File: src/rtl/tda_pkg.sv
// Shared types for the TDA pair collector: FSM states, pair record and a
// lowest-set-bit priority selector.
package tda_pkg;

    localparam int TDA_DATA_W     = 16;
    localparam int TDA_ADDR_W     = 12;
    localparam int TDA_LANES      = 8;
    localparam int TDA_FIFO_DEPTH = 64;
    localparam int TDA_DIM_W      = 2;

    typedef enum logic [2:0] {
        IDLE,
        COLLECT,
        SCAN,
        FLUSH,
        DONE
    } tda_state_e;

    typedef struct packed {
        logic [TDA_ADDR_W-1:0] birth;
        logic [TDA_ADDR_W-1:0] death;
        logic [TDA_DIM_W-1:0]  dim;
    } pair_t;

    // Index of the lowest set bit; lanes are limited to 32, so a 32-bit view covers all.
    function automatic logic [4:0] lowest_set(input logic [31:0] v);
        logic [4:0] r;
        r = '0;
        for (int i = 31; i >= 0; i--) begin
            if (v[i]) r = 5'(i);
        end
        return r;
    endfunction

endpackage

File: src/rtl/tda_pair_stream_unit_if.sv
// Batch-in / pair-out stream bundle of the pair collector.
interface tda_pair_stream_unit_if #(
    parameter int NUM_LANES  = 8,
    parameter int ADDR_WIDTH = 12,
    parameter int DIM_WIDTH  = 2
);
    logic                            batch_valid;
    logic                            batch_ready;
    logic [ADDR_WIDTH-1:0]           batch_base;
    logic [NUM_LANES*ADDR_WIDTH-1:0] batch_pivot;
    logic [NUM_LANES-1:0]            batch_mask;
    logic [DIM_WIDTH-1:0]            batch_dim;
    logic                            batch_last;

    logic                            pair_valid;
    logic                            pair_ready;
    logic [ADDR_WIDTH-1:0]           pair_birth;
    logic [ADDR_WIDTH-1:0]           pair_death;
    logic [DIM_WIDTH-1:0]            pair_dim;

    modport master (
        output batch_valid, batch_base, batch_pivot, batch_mask, batch_dim, batch_last,
        output pair_ready,
        input  batch_ready,
        input  pair_valid, pair_birth, pair_death, pair_dim
    );

    modport slave (
        input  batch_valid, batch_base, batch_pivot, batch_mask, batch_dim, batch_last,
        input  pair_ready,
        output batch_ready,
        output pair_valid, pair_birth, pair_death, pair_dim
    );
endinterface

File: src/rtl/tda_pair_fifo.sv
// Synchronous FIFO; the head entry is presented straight from the storage
// registers and forced to zero while empty so the read port is clean after reset.
module tda_pair_fifo #(
    parameter int WIDTH = 26,
    parameter int DEPTH = 64
) (
    input  logic             clk,
    input  logic             rst_n,
    input  logic             push,
    input  logic [WIDTH-1:0] wdata,
    input  logic             pop,
    output logic [WIDTH-1:0] rdata,
    output logic             full,
    output logic             empty
);
    localparam int PW = (DEPTH > 1) ? $clog2(DEPTH) : 1;

    logic [WIDTH-1:0] mem [DEPTH];
    logic [PW:0]      wr_ptr, rd_ptr;
    logic             do_push, do_pop;

    assign empty   = (wr_ptr == rd_ptr);
    assign full    = (wr_ptr[PW] != rd_ptr[PW]) && (wr_ptr[PW-1:0] == rd_ptr[PW-1:0]);
    assign do_push = push && !full;
    assign do_pop  = pop && !empty;
    assign rdata   = empty ? '0 : mem[rd_ptr[PW-1:0]];

    always_ff @(posedge clk) begin
        if (do_push) mem[wr_ptr[PW-1:0]] <= wdata;
    end

    always_ff @(posedge clk or negedge rst_n) begin
        if (!rst_n) begin
            wr_ptr <= '0;
            rd_ptr <= '0;
        end else begin
            if (do_push) wr_ptr <= wr_ptr + 1'b1;
            if (do_pop)  rd_ptr <= rd_ptr + 1'b1;
        end
    end
endmodule

File: src/rtl/tda_pair_stream_unit.sv
// Persistence-pair collector: filters pivot batches lane by lane and serialises
// the surviving (birth, death, dim) pairs through an output FIFO.
module tda_pair_stream_unit
    import tda_pkg::*;
#(
    parameter int DATA_WIDTH = TDA_DATA_W,
    parameter int ADDR_WIDTH = TDA_ADDR_W,
    parameter int NUM_LANES  = TDA_LANES,
    parameter int FIFO_DEPTH = TDA_FIFO_DEPTH,
    parameter int DIM_WIDTH  = TDA_DIM_W
) (
    input  logic                  clk,
    input  logic                  rst_n,
    input  logic                  enable,
    input  logic                  start,
    input  logic [ADDR_WIDTH-1:0] min_persistence,
    tda_pair_stream_unit_if.slave bus,
    output logic [ADDR_WIDTH:0]   pair_count,
    output logic [ADDR_WIDTH:0]   filtered_count,
    output logic                  range_err,
    output logic                  busy,
    output logic                  done
);
    localparam int LW = (NUM_LANES > 1) ? $clog2(NUM_LANES) : 1;
    localparam int FW = 2 * ADDR_WIDTH + DIM_WIDTH;
    localparam logic [ADDR_WIDTH:0] CNT_ONE = 1;
    // Pairs carry indices only; the filtration width is kept for interface parity.
    localparam int unused_data_width = DATA_WIDTH;

    tda_state_e st, st_nxt;

    logic [ADDR_WIDTH-1:0]                hold_base;
    logic [NUM_LANES-1:0][ADDR_WIDTH-1:0] hold_birth;
    logic [NUM_LANES-1:0]                 hold_keep;
    logic [DIM_WIDTH-1:0]                 hold_dim;
    logic                                 hold_last;
    logic [ADDR_WIDTH-1:0]                min_q;

    logic [NUM_LANES-1:0] lane_keep, lane_bad, lane_filt;
    logic [NUM_LANES-1:0] keep_rest;
    logic [ADDR_WIDTH:0]  filt_inc;
    logic [LW-1:0]        sel;
    logic                 do_start, accept, push;
    logic                 fifo_full, fifo_empty;
    logic [FW-1:0]        fifo_wdata, fifo_rdata;

    for (genvar i = 0; i < NUM_LANES; i++) begin : g_lane
        logic [ADDR_WIDTH:0] death, birth, diff;
        logic                ordered, meets;
        assign death     = {1'b0, bus.batch_base} + (ADDR_WIDTH+1)'(i);
        assign birth     = {1'b0, bus.batch_pivot[i*ADDR_WIDTH +: ADDR_WIDTH]};
        assign diff      = death - birth;
        assign ordered   = !death[ADDR_WIDTH] && (birth < death);
        assign meets     = diff >= {1'b0, min_q};
        assign lane_keep[i] = bus.batch_mask[i] && ordered && meets;
        assign lane_bad[i]  = bus.batch_mask[i] && !ordered;
        assign lane_filt[i] = bus.batch_mask[i] && ordered && !meets;
    end

    always_comb begin
        filt_inc = '0;
        for (int i = 0; i < NUM_LANES; i++) filt_inc = filt_inc + (ADDR_WIDTH+1)'(lane_filt[i]);
    end

    // Lowest kept lane goes first; clearing the lowest set bit gives what remains.
    assign sel        = LW'(lowest_set(32'(hold_keep)));
    assign keep_rest  = hold_keep & (hold_keep - 1'b1);
    assign fifo_wdata = {hold_birth[sel], hold_base + ADDR_WIDTH'(sel), hold_dim};

    always_comb begin
        st_nxt   = st;
        do_start = 1'b0;
        accept   = 1'b0;
        push     = 1'b0;
        if (enable) begin
            case (st)
                IDLE:    if (start) begin do_start = 1'b1; st_nxt = COLLECT; end
                COLLECT: if (bus.batch_valid) begin accept = 1'b1; st_nxt = SCAN; end
                SCAN: begin
                    push = (hold_keep != '0) && !fifo_full;
                    if ((hold_keep == '0) || (push && keep_rest == '0))
                        st_nxt = hold_last ? FLUSH : COLLECT;
                end
                FLUSH:   if (fifo_empty) st_nxt = DONE;
                DONE:    st_nxt = IDLE;
                default: st_nxt = IDLE;
            endcase
        end
    end

    always_ff @(posedge clk or negedge rst_n) begin
        if (!rst_n) begin
            st             <= IDLE;
            hold_base      <= '0;
            hold_birth     <= '0;
            hold_keep      <= '0;
            hold_dim       <= '0;
            hold_last      <= 1'b0;
            min_q          <= '0;
            pair_count     <= '0;
            filtered_count <= '0;
            range_err      <= 1'b0;
        end else begin
            st <= st_nxt;
            if (do_start) begin
                min_q          <= min_persistence;
                pair_count     <= '0;
                filtered_count <= '0;
                range_err      <= 1'b0;
            end
            if (accept) begin
                hold_base      <= bus.batch_base;
                hold_birth     <= bus.batch_pivot;
                hold_keep      <= lane_keep;
                hold_dim       <= bus.batch_dim;
                hold_last      <= bus.batch_last;
                filtered_count <= filtered_count + filt_inc;
                range_err      <= range_err | (|lane_bad);
            end
            if (push) begin
                hold_keep  <= keep_rest;
                pair_count <= pair_count + CNT_ONE;
            end
        end
    end

    tda_pair_fifo #(.WIDTH(FW), .DEPTH(FIFO_DEPTH)) u_fifo (
        .clk   (clk),
        .rst_n (rst_n),
        .push  (push),
        .wdata (fifo_wdata),
        .pop   (bus.pair_ready),
        .rdata (fifo_rdata),
        .full  (fifo_full),
        .empty (fifo_empty)
    );

    assign bus.batch_ready = enable && (st == COLLECT);
    assign bus.pair_valid  = !fifo_empty;
    assign {bus.pair_birth, bus.pair_death, bus.pair_dim} = fifo_rdata;
    assign busy = (st != IDLE) && (st != DONE);
    assign done = enable && (st == DONE);
endmodule
File: src/flat_wrapper.sv
// flat-port wrapper written by rule: the top's interface ports become plain ports
module tda_pair_stream_unit_flat import tda_pkg::*;
#(
    parameter int DATA_WIDTH = TDA_DATA_W,
    parameter int ADDR_WIDTH = TDA_ADDR_W,
    parameter int NUM_LANES  = TDA_LANES,
    parameter int FIFO_DEPTH = TDA_FIFO_DEPTH,
    parameter int DIM_WIDTH  = TDA_DIM_W
)
  (clk, rst_n, enable, start, min_persistence, pair_count, filtered_count, range_err, busy, done, bus_batch_valid, bus_batch_base, bus_batch_pivot, bus_batch_mask, bus_batch_dim, bus_batch_last, bus_pair_ready, bus_batch_ready, bus_pair_valid, bus_pair_birth, bus_pair_death, bus_pair_dim);
  tda_pair_stream_unit_if #(.NUM_LANES(NUM_LANES), .ADDR_WIDTH(ADDR_WIDTH), .DIM_WIDTH(DIM_WIDTH)) bus_i ();
  input  logic clk;
  input  logic rst_n;
  input  logic enable;
  input  logic start;
  input  logic [ADDR_WIDTH-1:0] min_persistence;
  output logic [ADDR_WIDTH:0] pair_count;
  output logic [ADDR_WIDTH:0] filtered_count;
  output logic range_err;
  output logic busy;
  output logic done;
  input wire logic [$bits(bus_i.batch_valid)-1:0] bus_batch_valid;
  input wire logic [$bits(bus_i.batch_base)-1:0] bus_batch_base;
  input wire logic [$bits(bus_i.batch_pivot)-1:0] bus_batch_pivot;
  input wire logic [$bits(bus_i.batch_mask)-1:0] bus_batch_mask;
  input wire logic [$bits(bus_i.batch_dim)-1:0] bus_batch_dim;
  input wire logic [$bits(bus_i.batch_last)-1:0] bus_batch_last;
  input wire logic [$bits(bus_i.pair_ready)-1:0] bus_pair_ready;
  output wire logic [$bits(bus_i.batch_ready)-1:0] bus_batch_ready;
  output wire logic [$bits(bus_i.pair_valid)-1:0] bus_pair_valid;
  output wire logic [$bits(bus_i.pair_birth)-1:0] bus_pair_birth;
  output wire logic [$bits(bus_i.pair_death)-1:0] bus_pair_death;
  output wire logic [$bits(bus_i.pair_dim)-1:0] bus_pair_dim;
  assign bus_i.batch_valid = bus_batch_valid;
  assign bus_i.batch_base = bus_batch_base;
  assign bus_i.batch_pivot = bus_batch_pivot;
  assign bus_i.batch_mask = bus_batch_mask;
  assign bus_i.batch_dim = bus_batch_dim;
  assign bus_i.batch_last = bus_batch_last;
  assign bus_i.pair_ready = bus_pair_ready;
  assign bus_batch_ready = bus_i.batch_ready;
  assign bus_pair_valid = bus_i.pair_valid;
  assign bus_pair_birth = bus_i.pair_birth;
  assign bus_pair_death = bus_i.pair_death;
  assign bus_pair_dim = bus_i.pair_dim;
  tda_pair_stream_unit #(.DATA_WIDTH(DATA_WIDTH), .ADDR_WIDTH(ADDR_WIDTH), .NUM_LANES(NUM_LANES), .FIFO_DEPTH(FIFO_DEPTH), .DIM_WIDTH(DIM_WIDTH)) u_core (.clk(clk), .rst_n(rst_n), .enable(enable), .start(start), .min_persistence(min_persistence), .bus(bus_i), .pair_count(pair_count), .filtered_count(filtered_count), .range_err(range_err), .busy(busy), .done(done));
endmodule
File: config.mk
export PLATFORM = sky130hd
export DESIGN_NAME = tda_pair_stream_unit_flat
export DESIGN_NICKNAME = d
export VERILOG_FILES = /design/src/rtl/tda_pkg.sv /design/src/rtl/tda_pair_stream_unit_if.sv /design/src/rtl/tda_pair_fifo.sv /design/src/rtl/tda_pair_stream_unit.sv /design/src/flat_wrapper.sv
export SDC_FILE = /design/constraint.sdc
export NUM_CORES = 2
export LEC_CHECK = 0
export BUFFER_PORTS_ARGS = -buffer_cell sky130_fd_sc_hd__buf_2
export CORE_MARGIN = 2
export CORE_UTILIZATION = 34
export CTS_BUF_LIST = sky130_fd_sc_hd__clkbuf_8
export DETAILED_ROUTE_END_ITERATION = 10
export PLACE_DENSITY = 0.55
export SETUP_SLACK_MARGIN = 0.3
export SLEW_MARGIN = 0
export SYNTH_ARGS = -nofsm -noshare
export SYNTH_HDL_FRONTEND = slang
export SYNTH_SLANG_ARGS = --single-unit
File: constraint.sdc
create_clock -name clk -period 16.7 [get_ports clk]
set_input_delay 2.505 -clock clk [delete_from_list [all_inputs] [get_ports clk]]
set_output_delay 2.505 -clock clk [all_outputs]
set_load 0.005 [all_outputs]
# == Word level (Yosys, flattened, before mapping) ==
# Memories as Yosys holds them, arrays and structs flattened.
# Index checks and enable logic that the tools add are counted.
# word_totals
ff_bits,175
ram_bits,1664
inputBits,137
memories,1
# mem_list
memory,depth,width,rd,rd_ports_with_merged_regs,wr,line_no,source
u_core.u_fifo.mem,64,26,1,0,1,tda_pair_fifo.sv:18,logic [WIDTH-1:0] mem [DEPTH];
# classes
add_sub_neg,28
n_lt_le_gt_ge,17
eq_ne,12
mux,34
n_bitwise,2
reduce_logical,83
# op_table
op,count
>= comparator 13 x 12 -> 1 bit,8
< comparator 12 x 13 -> 1 bit,7
subtractor 13 x 12 -> 13 bit,7
adder 13 x 1 -> 13 bit,6
adder 12 x 3 -> 13 bit (second input constant),4
logical AND 1 bit,47
two-way mux 13 bit,3
binary-select mux 12 bit (select 3 bit),1
two-way mux 3 bit,12
adder 12 x 2 -> 13 bit (second input constant),2
two-way mux 26 bit,1
zero test 1 bit,25
zero test 8 bit,2
two-way mux 8 bit,2
adder 7 x 1 -> 7 bit (second input constant),2
adder 12 x 1 -> 13 bit (second input constant),1
adder 13 x 1 -> 13 bit (second input constant),1
adder 13 bit,1
subtractor 12 x 12 -> 13 bit,1
adder 12 x 3 -> 12 bit,1
< comparator 12 bit,1
two-way mux 1 bit,12
two-way mux 12 bit,1
case mux 3 bit (4 select lines),1
other kinds (22),27

# == Longest topological paths before layout ==
# logic_depth
ltp_word,14
ltp_mapped,35
mapped_depth_nobuf,34

# == Cells and area by module ==
# A second synthesis with hierarchy kept.
# unflattened
cells_unflattened,4665
hier_area_um2,79470.0
# by_module_without_submodules
module,n_inst,cells_per_inst,area_each_um2,seq_area_each_um2
tda_pair_fifo,1,2835,64001.4,50318.3
tda_pair_stream_unit,1,1830,15468.6,4028.9

# == Worst setup path before layout ==
# Ideal clock, no wire load.
# synth_path
path_type,input to register
startpoint,input port bus_batch_base[5]
endpoint,register u_core.filtered_count[12]
setup_time_ns,0.096
arrival_time_ns,9.098
required_ns,16.604
path_slack_ns,7.507
stages,34
path_buffers,2
cell_sequence,clkbuf_1 > clkbuf_1 > and3_1 > nand2_1 > xnor2_1 > ha_1 > a21o_1 > a21oi_1 > nor2_1 > a221o_1 > or2_2 > a21oi_1 > xnor2_1 > ha_1 > o21ai_0 > o32ai_1 > or3_1 > nor2_1 > ha_1 > inv_1 > fa_1 > fa_1 > fa_1 > inv_1 > ha_1 > fa_1 > a21oi_1 > nor2_1 > nor2_1 > nor2b_1 > o21a_1 > nand2_1 > o211ai_1 > o31ai_1
# synth_between
elab_chain_len,14
elab_cells_between_ends,78
cone_classes,add/sub (23); order compare (16); mux (1); reduce/logical (38)
# synth_lines
item,line_no,source
start: declaration,flat_wrapper.sv:23,input wire logic [$bits(bus_i.batch_base)-1:0] bus_batch_base;
adder 12 x 1 -> 13 bit,tda_pair_stream_unit.sv:50,"assign death = {1'b0, bus.batch_base} + (ADDR_WIDTH+1)'(i);"
subtractor 13 x 12 -> 13 bit (tied with other cells),tda_pair_stream_unit.sv:52,assign diff = death - birth;
>= comparator 13 x 12 -> 1 bit / logical AND 1 bit (equally long branches),"tda_pair_stream_unit.sv:54, tda_pair_stream_unit.sv:53",
zero test 1 bit / logical AND 1 bit (equally long branches),tda_pair_stream_unit.sv:57,assign lane_filt[i] = bus.batch_mask[i] && ordered && !meets;
logical AND 1 bit,tda_pair_stream_unit.sv:57,
adder 1 x 1 -> 2 bit,tda_pair_stream_unit.sv:62,for (int i = 0; i < NUM_LANES; i++) filt_inc = filt_inc + (ADDR_WIDTH+1)'(lane_filt[i]);
adder 13 x 1 -> 13 bit (5 in series),tda_pair_stream_unit.sv:62,
adder 13 x 1 -> 13 bit *,tda_pair_stream_unit.sv:62,
adder 13 bit *,tda_pair_stream_unit.sv:117,filtered_count <= filtered_count + filt_inc;
two-way mux 13 bit *,tda_pair_stream_unit.sv:111,if (accept) begin
end signal: assignment,tda_pair_stream_unit.sv:117,
end: declaration,tda_pair_stream_unit.sv:19,"output logic [ADDR_WIDTH:0] filtered_count,"
# Every way passes the cells marked *; elsewhere a longest branch is shown, timed or not.
# A chain may end at the register's enable or synchronous reset.

# == Worst setup path in the final report ==
# layout_path
startpoint,input port bus_batch_base[0]
endpoint,register u_core.filtered_count[12]
# The elaborated chain is that of the path after synthesis.

==> results.md <==
- Crit path DAT: roughly 10 ns
- Clock Tree Buf Depth: 4
- Synth async-reset ratio: 9.52%
- R2r worst-path depth: 26
- Tcrit/Tclk final: a little under three fifths
- Worst slew pin tran: about 1.2 ns
- Post-synthesis simple-gate area fraction: about 4.5%
- Largest family of logic cells by synthesized area: multiplexers
- Clock sinks: between 1500 and 2000
- Share of layout cells above drive strength 1: between 20% and 30%
- Max Freq: between 100 and 150 MHz
- Worst hold path cell count: 0
- CTS Hold Buffers Added: 0
- Gr usage total: between 10% and 20%
- Crit end category: flop
- Core footprint: approximately 230000 um2
- Max-cap violations: 0
- Setup-failing EPs final: 0
- Via count: between 40000 and 50000
- Clock tree from TritonCTS: done
- Critical path class: input pin to flop
- H-tree levels: 5
- Clock slew at reported path FFs: 0.06 ns
- Dominant cell type by area after synthesis: edfxtp_1
- LEAKAGE: approximately 31 nW
- Max incr delay on CP: 0.54 ns
- Worst Clk Skew: 0.0780 ns
- Die width: 488 um
- Compound-Gate Fraction of Synth Area: just over 4%
- Xor and xnor area share after synthesis: 1.83%
- Critical Path Start Type: input pin
- WHS Endpoint: u_core.u_fifo.mem[42][1]$_DFFE_PP_
- Yosys Warn Count: 0
- CP dominant cell by count: fa_1
- Die area: ~240000 um2
- CP max FO: 12
- Reg2reg start: u_core.min_q[0]$_DFFE_PN0P_
- Largest net degree at the start of global routing: between 100 and 150
- Tot Pwr: ~19 mW
- Starting Density: about 34%
- Clock Tree Root: clkbuf_8
- Post-route ant nets: 0
- Endpoints failing hold: 0
- RSZ-0062 raised after global routing: no
- Residual DRC: 0
- DRT iter0 DRCs: 4588
- Placer's final routability congestion estimate: between 0.9 and 1
- Max-slew headroom: between 15 and 20%
- Detailed placement HPWL: between 100000 and 150000 um
- Vias in the first global route: roughly 44000
- Pins Over Slew Limit: 0
- Mapped Cells: 4461
- DR pass1 iterations: 5
- Seq/Total Area, Yosys: 68.3%
- Total negative slack: 0 ns
- Row cnt: around 180
- Post-synth top flop: edfxtp_1
- Most frequent cells in the layout: edfxtp_1, mux4_2, clkbuf_8
- Vias/cell: 5.33
- Syn Area/Cell: ~18 um2
- Most common cell after layout, fill and taps aside: edfxtp_1
- Total Routed Length: 232000 um
- Peak VDD IR: around 360 uV
- Fill count: ~21000
- Top cells by area, synth: edfxtp_1, mux4_2, dfrtp_1
- Post-synthesis sequential element count: 1839
- Cts bufs inserted: between 300 and 400
- Buffers on Ports: 193
- Syn_nets: approximately 4800
- Finished Cell Area: between 90000 and 100000 um2
- GR Overflow Total: 0
- Share of the synthesized area in the top cell type: 62.8%
- Die H: 488 um
- Crit-path slowest cell: or4_1
- Post-Synth Adder-Cell Area: ~3.8%
- Post_cts resized: 0
- Final core occ: about two fifths
- Hold wc startpoint: u_core.hold_dim[1]$_DFFE_PN0P_
- Routed length per instance: ~28 um
- Worst EP required: roughly 18 ns
- Number of synthesized flops with an enable pin: 1664
- Layout Nets: ~5300
- Latest clock arrival within the worst-skew pair: about 1.0 ns
- Post CTS Setup Buffer Count: 0
- Reg-to-reg critical path endpoint: u_core.filtered_count[12]$_DFFE_PN0P_
- Initial antenna violation count: 13
- I/O pin count: slightly below 200
- PwrDens: between 200 and 250 nW/um2
- Status: finished, final reports clean
- Hold Crit Class: flop to flop
- Post-layout minimum cycle time: around 9.5 ns
- First-pass GRT wire length: 327000 um
- Area Growth Syn to Fin: 14.1%
- Placed inst area: 85300 um2
- R2r setup slk: between 10 and 15 ns
- Mux contribution to synthesized area: between 10% and 20%
- Netlist Area Pre-Place: a little under 80000 um2
- Hold_ws: between 0.4 and 0.5 ns
- Count of cell types in the netlist: 70
==> cells in the mapped netlist (52+ instances only) <==
cell,count
a21o_1,52
a21oi_1,103
clkbuf_1,121
dfrtp_1,175
edfxtp_1,1664
ha_1,220
inv_1,147
mux4_2,546
nand2_1,326
nand3_1,69
nor2_1,189
o21ai_0,184
xnor2_1,83
xor2_1,83
==> worst max-delay path, delay by kind of cell <==
kind | cells | cell delay, ns
buf+inv | 5 | 0.77
simple gates | 8 | 1.35
fa+ha+maj | 9 | 3.32
compound gates | 9 | 2.30
xor+xnor | 1 | 0.13
==> area by class of cell <==
| cell class | instances | area, um2 | share of cell area [%] |
|---|---|---|---|
| Inverter | 147 | 552 | 0.608 |
| Clock inverter | 196 | 891 | 0.981 |
| Clock buffer | 331 | 4560 | 5.02 |
| Sequential cell | 1839 | 54400 | 59.9 |
| Multi-Input combinational cell | 2274 | 24400 | 26.9 |
| Antenna cell | 15 | 37.5 | 0.0413 |
| Timing Repair Buffer | 327 | 2020 | 2.23 |
| Tap cell | 3132 | 3920 | 4.32 |
==> sequential cells by signal, indices dropped and copies added (netlist names), 3 cells and up <==
name,count
u_core.u_fifo.mem,1664
u_core.hold_birth,96
u_core.filtered_count,13
u_core.pair_count,13
u_core.hold_base,12
u_core.min_q,12
u_core.hold_keep,8
u_core.u_fifo.rd_ptr,7
u_core.u_fifo.wr_ptr,7
u_core.st,3
==> stage by stage <==
step,setup WS [ns],cells
2_1_floorplan,7.51,4461
3_3_place_gp,5.51,7718
3_5_place_dp,6.31,7719
4_1_cts,7.34,8246
5_1_grt,6.75,8252
6_report,7.20,8261
==> cells by family (layout without fill, tap and decap cells) <==
group / after synthesis / in the layout
AO/OA/AOI/OAI: 523 / 523
XOR/XNOR: 166 / 166
adder cells (fa/ha/maj): 233 / 233
buffers and inverters: 348 / 1001
flip-flops: 1839 / 1839
multiplexers: 561 / 561
other: 0 / 15
AND/OR/NAND/NOR: 791 / 791
==> how the worst max path moves through the flow <==
stage	start	to	slack, ns	depth (start not counted)
finish	bus_batch_base[0]	u_core.filtered_count[12]$_DFFE_PN0P_	7.20	32
CTS	bus_batch_base[3]	u_core.filtered_count[12]$_DFFE_PN0P_	7.34	34
floorplan	bus_batch_base[5]	u_core.filtered_count[12]$_DFFE_PN0P_	7.51	34
global route	bus_batch_base[3]	u_core.filtered_count[12]$_DFFE_PN0P_	6.75	34
global placement	bus_batch_base[3]	u_core.filtered_count[12]$_DFFE_PN0P_	5.51	33
detailed placement	bus_batch_base[3]	u_core.filtered_count[12]$_DFFE_PN0P_	6.31	34
==> power breakdown <==
group / internal, mW / switching, mW / leakage, nW / total [mW]
sequential: 7.44 / 0.272 / 17.3 / 7.71
clock: 1.88 / 1.77 / 3.20 / 3.64
combinational: 2.29 / 5.04 / 11.0 / 7.33
==> layer usage <==
layer,track usage (%),wire (um),up-vias
met2,30.8,110000,1721
met5,0,20,-
met1,26.7,98800,23200
li1,-,-,18700
met3,4.04,17600,378
met4,5.85,6510,2
(Power assumes the default switching activity.)
